--- config.mk ---
export PLATFORM = sky130hd
export DESIGN_NAME = fifo_stream_reader
export DESIGN_NICKNAME = d
export VERILOG_FILES = /design/src/rtl/fifo_stream_reader.sv
export SDC_FILE = /design/constraint.sdc
export NUM_CORES = 1
export LEC_CHECK = 0
export ABC_AREA = 1
export ABC_CLOCK_PERIOD_IN_PS = 2400
export CAP_MARGIN = 40
export CORE_ASPECT_RATIO = 1.1
export CORE_MARGIN = 1.5
export CORE_UTILIZATION = 40
export DETAILED_ROUTE_END_ITERATION = 16
export GPL_TIMING_DRIVEN = 1
export PLACE_DENSITY = 0.74
export SLEW_MARGIN = 15
export SYNTH_ARGS = -nofsm -noshare
export SYNTH_HDL_FRONTEND = slang
export SYNTH_SLANG_ARGS = --single-unit
--- constraint.sdc ---
create_clock -name clk -period 2.4 [get_ports clk]
set_input_delay 0.48 -clock clk [delete_from_list [all_inputs] [get_ports clk]]
set_output_delay 0.48 -clock clk [all_outputs]
set_load 0.05 [all_outputs]
--- src/rtl/fifo_stream_reader.sv ---
// Read-side drain engine: pops a registered-output FIFO and re-presents the words
// on a valid/ready stream through a 2-entry skid buffer.
module fifo_stream_reader #(
    parameter int WIDTH     = 16,
    parameter int CNT_WIDTH = 16
) (
    input  logic                 clk,
    input  logic                 reset_n,
    input  logic                 enable,
    input  logic                 fifo_empty,
    output logic                 fifo_pop,
    input  logic [WIDTH-1:0]     fifo_data,
    output logic                 m_valid,
    input  logic                 m_ready,
    output logic [WIDTH-1:0]     m_data,
    output logic                 idle,
    output logic [CNT_WIDTH-1:0] drain_count
);

    logic [WIDTH-1:0] buf_mem [0:1];
    logic             head;
    logic             tail;
    logic [1:0]       cnt;
    logic             inflight;
    logic             hs;
    logic [1:0]       occ;

    // Words already owned by this block: buffered plus the one the FIFO is returning.
    assign occ = cnt + {1'b0, inflight};
    assign hs  = m_valid & m_ready;

    // A pop is allowed into a full reservation only when a slot frees up this same cycle.
    // Gating with reset_n keeps the request quiet while the block is held in reset.
    assign fifo_pop = reset_n & enable & ~fifo_empty &
                      ((occ < 2'd2) | ((occ == 2'd2) & hs));

    assign m_valid = (cnt != 2'd0);
    assign m_data  = buf_mem[head];
    assign idle    = (cnt == 2'd0) & ~inflight;

    // NOTE: the two buffer words are reset too so m_data reads zero out of reset;
    // at this depth that costs nothing and keeps the stream output deterministic.
    always_ff @(posedge clk or negedge reset_n) begin
        if (!reset_n) begin
            buf_mem[0]  <= '0;
            buf_mem[1]  <= '0;
            head        <= 1'b0;
            tail        <= 1'b0;
            cnt         <= 2'd0;
            inflight    <= 1'b0;
            drain_count <= '0;
        end else begin
            inflight <= fifo_pop;
            if (inflight) begin
                buf_mem[tail] <= fifo_data;
                tail          <= ~tail;
            end
            if (hs) begin
                head        <= ~head;
                drain_count <= drain_count + {{(CNT_WIDTH-1){1'b0}}, 1'b1};
            end
            // Capture and handshake together leave the occupancy unchanged.
            case ({inflight, hs})
                2'b10:   cnt <= cnt + 2'd1;
                2'b01:   cnt <= cnt - 2'd1;
                default: cnt <= cnt;
            endcase
        end
    end

endmodule

# After elaboration in Yosys (flattened, before gate mapping)
# Index checks and enable logic that the tools add are counted.
# op_classes
n_addsub	4
order_cmp	4
n_eq_ne	3
mux	7
n_bitwise	13
n_reduce_logical	4
# ops
cell	n
$mux 16	4
$bwmux 32	1
$add 16x1->16 const B	1
$demux 16 s1	1
$and 1x1->1	6
$eq 2x2->1 const B	2
$ge 2x2->1 const B	2
$not 1->1	4
$not 1->2	2
$pmux 2 s2	1
$reduce_bool 2->1	2
$add 2x1->2	1
$add 2x1->2 const B	1
$eq 2x1->1 const B	1
$logic_not 2->1	1
$lt 2x1->1 const B	1
$lt 2x2->1 const B	1
$sub 2x1->2 const B	1
$logic_and 1x1->1	1
$or 1x1->1	1
# totals
ff_bits	53
inputBits	21
out_inout_bits	35

# Longest topological paths before layout
# depth
ltp_word	6
ltp_mapped	8
mapped_depth_nobuf	8

# Least setup slack after synthesis
# OpenSTA, ideal clock, no wires.
# synth_timing
kind	register to output
start	reg cnt[1]
end	out idle
arrival_time_ns	1.667
required_time_ns	1.920
slack_ns	0.253
path_stages_with_launch	4
path_buffers	0
path_cell_list	dfrtp_1 > nor2_2 > inv_1 > nor2_1
# synth_between
elab_chain_len	2
# synth_lines
element	line_no	rtl
start, declared	23	logic [1:0] cnt;
start signal, assigned	64	2'b10: cnt <= cnt + 2'd1;
start signal, assigned	65	2'b01: cnt <= cnt - 2'd1;
start signal, assigned	66	default: cnt <= cnt;
$logic_not 2->1	39	assign idle = (cnt == 2'd0) & ~inflight;
$and 1x1->1	39	
end, declared	16	output logic idle,
# Every way passes these cells.

# Final worst setup path
# layout_timing
start	reg cnt[0]
end	out m_valid
# layout_between
elab_chain_len	1
# layout_lines
element	line_no	rtl
$reduce_bool 2->1	37	assign m_valid = (cnt != 2'd0);
end, declared	13	output logic m_valid,
# Every way passes these cells.

==> qor.yml <==
power:
  peakVddDrop_v: 0.000674
  sequentialPowerShare_pct: 29.7
  swShare_pct: 44.6
  clockPowerShare_pct: 10.6
  finalPower_mw: 5.05
  switchingPower_mw: 2.25
  leakage_nw: 1.72
  combPwrFrac_pct: 59.7
  p_int_mw: 2.79
  cellPowerDensity_mw_per_mm2: 1500
worst_setup_path:
  rrSetupSlack_ns: 0.85
  max_stage_delay_ns: 0.71
  start_kind: "register"
  critPathKind: "reg -> out"
  critPathSlowestCell: "clkdlybuf4s50_1"
  worstReg2RegEnd: "cnt[1]$_DFFE_PN0P_"
  critPathArrivalTime_ns: 1.81
  worstSetupEndpointType: "primary output"
  crit_chain: "nor2_2, inv_1, clkdlybuf4s50_1"
  reg2reg_depth: 6
  path_max_fanout: 6
  worstReg2RegStart: "cnt[0]$_DFFE_PN0P_"
  required_ns: 1.92
  worstSetupStartpoint: "cnt[0]$_DFFE_PN0P_"
sta:
  fin_crit_sh_pct: 95.5
  rsz0062_at_grt: "false"
  slew_viol_final: 0
  fmax_mhz: 436
  fin_tns_setup_ns: 0
  worst_slack_ns: 0.108
  holdWs_ns: 0.338
  worst_pin_slew_ns: 0.653
  setup_viol: 0
  fin_worst_skew_ns: 0.00296
  hold_viol_final: 0
  layout_min_cycle_time_ns: 2.29
  max_slew_margin_pct: 56.5
clock_tree:
  cts_max_level: 2
  ctsResizeCount: 0
  clk_pin_slew_worst_paths_ns: 0.09
  cts_buffer_depth: 2
  cts_tree: "yes"
  cts_setup_buffers: 0
  hold_buffers: 0
  numCtsBuffers: 5
  cts_sinks: 53
  clkLatencyLatePin_ns: 0.30
  root_buffer: "clkbuf_8"
routing:
  via_per_inst: 4.64
  drc_errors: 0
  drt_wl_total_um: 4840
  ant_nets: 0
  routedWlPerCell_um: 11.3
  first_pass_iters: 4
  vias: 1989
  initialDrtViolationCount: 110
synthesis:
  synth.ff_latch_count: 53
  synth_fa_ha_area_share_pct: 1.53
  synthMuxAreaShare_pct: 0
  synth_compound_area_share_pct: 8.50
  synth_xor_area_share_pct: 4.27
  syn-num-nets: 319
  yosysWarnings: 0
  synthCells: 295
  yosysSeqAreaShare_pct: 53.9
  syn_area_mm2: 0.00246
  yosys.area_share.simple_pct: 25.0
  synth_cell_type_count: 25
  avgSynthCellArea_um2: 8.33
  synth_top_family_by_area: "simple AND/OR/NAND/NOR gates"
place:
  gp_congestion: 0.746
  dp_slack_ns: 0.321
  place_hpwl_um: 3490
  portBuffers: 55
global_routing:
  gr-usage-all-layers_pct: 16.4
  grt_pass1_wl_um: 8740
  antenna_found_initial: 0
  grt_remaining_overflow: 0
  grt_start_max_net_pins: 54
  grt_pass1_vias: 2044
outcome:
  outcome: "complete, no violations"
floorplan:
  start_util_pct: 42.1
  rows: 29
  core_mm2: 0.00584
  chipWidth_um: 77.8
  dieArea_mm2: 0.00663
  chipHeight_um: 85.2
  ios: 56
final_layout:
  nets: 375
  drive_gt1_share_pct: 11.6
  syn2layout_area_growth_pct: 36.8
  insertedDiodeCount: 0
  fillers: 510
job:
  cap_violations: 0
hold_path:
  min-delay-path-class: "in -> async"
metrics by stage:
step	std cells	area [um2]	util, %
final	429	3360	57.6
after global routing	429	3360	57.6
after CTS	429	3360	57.6
after detailed placement	421	3260	55.9
after global placement	420	3250	55.6
after floorplan	295	2460	-
synthesized netlist by cell type (all sizes together):
cell type | instances | share of area (%)
nand2 | 117 | 18
dfrtp | 53 | 54
o21ai | 37 | 7.7
inv | 32 | 4.9
nor2 | 15 | 3.8
xnor2 | 8 | 2.8
clkbuf | 6 | 0.92
nand3 | 6 | 1.2
buf | 4 | 0.81
xor2 | 4 | 1.4
ha | 3 | 1.5
nand4 | 2 | 0.51
nor3 | 2 | 0.41
a21oi | 1 | 0.20
clkinv | 1 | 0.15
nand3b | 1 | 0.31
o21a | 1 | 0.31
o21bai | 1 | 0.31
or2 | 1 | 0.25
metal layers:
| metal | vias to the layer above | share of wire [%] | GRT usage (%) |
|---|---|---|---|
| li1 | 1020 | - | - |
| met1 | 916 | 44 | 18.9 |
| met2 | 44 | 50 | 29.4 |
| met3 | 9 | 4.2 | 3.01 |
| met4 | 0 | 1.8 | 7.44 |
| met5 | - | 0 | 0 |
power groups by stage:
stage	Combinational, mW	Sequential [mW]	Clock (mW)
2_1_floorplan	1.57	1.64	0
3_3_place_gp	3.00	1.50	0
3_5_place_dp	3.05	1.51	0
4_1_cts	3.05	1.50	0.558
5_1_grt	3.22	1.55	0.596
6_report	3.01	1.50	0.535
registers in the layout, summed over array words and instances, names as in the netlist:
register,cells
buf_mem,32
drain_count,16
cnt,2
head,1
inflight,1
tail,1
worst max-delay path by stage:
| stage | to | cells past startpoint |
|---|---|---|
| final | m_valid | 3 |
| after global routing | m_valid | 3 |
| after CTS | m_valid | 3 |
| after detailed placement | cnt[1]$_DFFE_PN0P_ | 7 |
| after global placement | cnt[1]$_DFFE_PN0P_ | 7 |
| after floorplan | idle | 3 |
critical path: cells and delay by family (launching register included):
| family | cells | cell delay [ns] |
|---|---|---|
| buffers and inverters | 2 | 0.80 |
| flip-flops | 1 | 0.47 |
| AND/OR/NAND/NOR | 1 | 0.25 |
placed cells by master (no fill, tap or decap):
cell             instances
nand2_1                115
dfrtp_1                 53
clkdlybuf4s50_1         36
inv_1                   29
o21ai_1                 26
buf_12                  17
nor2_1                  11
o21ai_0                 10
xnor2_1                  8
clkbuf_8                 7
nand3_1                  6
xor2_1                   4
buf_4                    4
inv_2                    3
ha_1                     3
nor2_2                   2
nor2_8                   2
nand4_1                  2
nand2_4                  2
nor3_1                   2
clkinv_1                 1
o21ai_2                  1
o21a_1                   1
o21bai_1                 1
or2_1                    1
nand3b_1                 1
a21oi_1                  1
clkinv_2                 1
buf_2                    1
buf_8                    1
kinds of logic (layout without fill, tap and decap cells):
| kind of cell | count (synthesis) | after routing |
|---|---|---|
| AND/OR/NAND/NOR | 144 | 144 |
| flip-flops | 53 | 53 |
| buffers and inverters | 43 | 100 |
| AO/OA/AOI/OAI | 40 | 40 |
| XOR/XNOR | 12 | 12 |
| adder cells (fa/ha/maj) | 3 | 3 |
area by class of cell:
type	instances	area [um2]	share of cell area (%)
clock inverters	1	5.00	0.149
well taps	77	96.3	2.86
inverters	33	124	3.68
flip-flops and latches	53	1330	39.4
multi-input cells	199	966	28.7
repair buffers	59	751	22.3
clock buffers	7	96.3	2.86
Note: power is estimated with default switching activity, not from simulation.
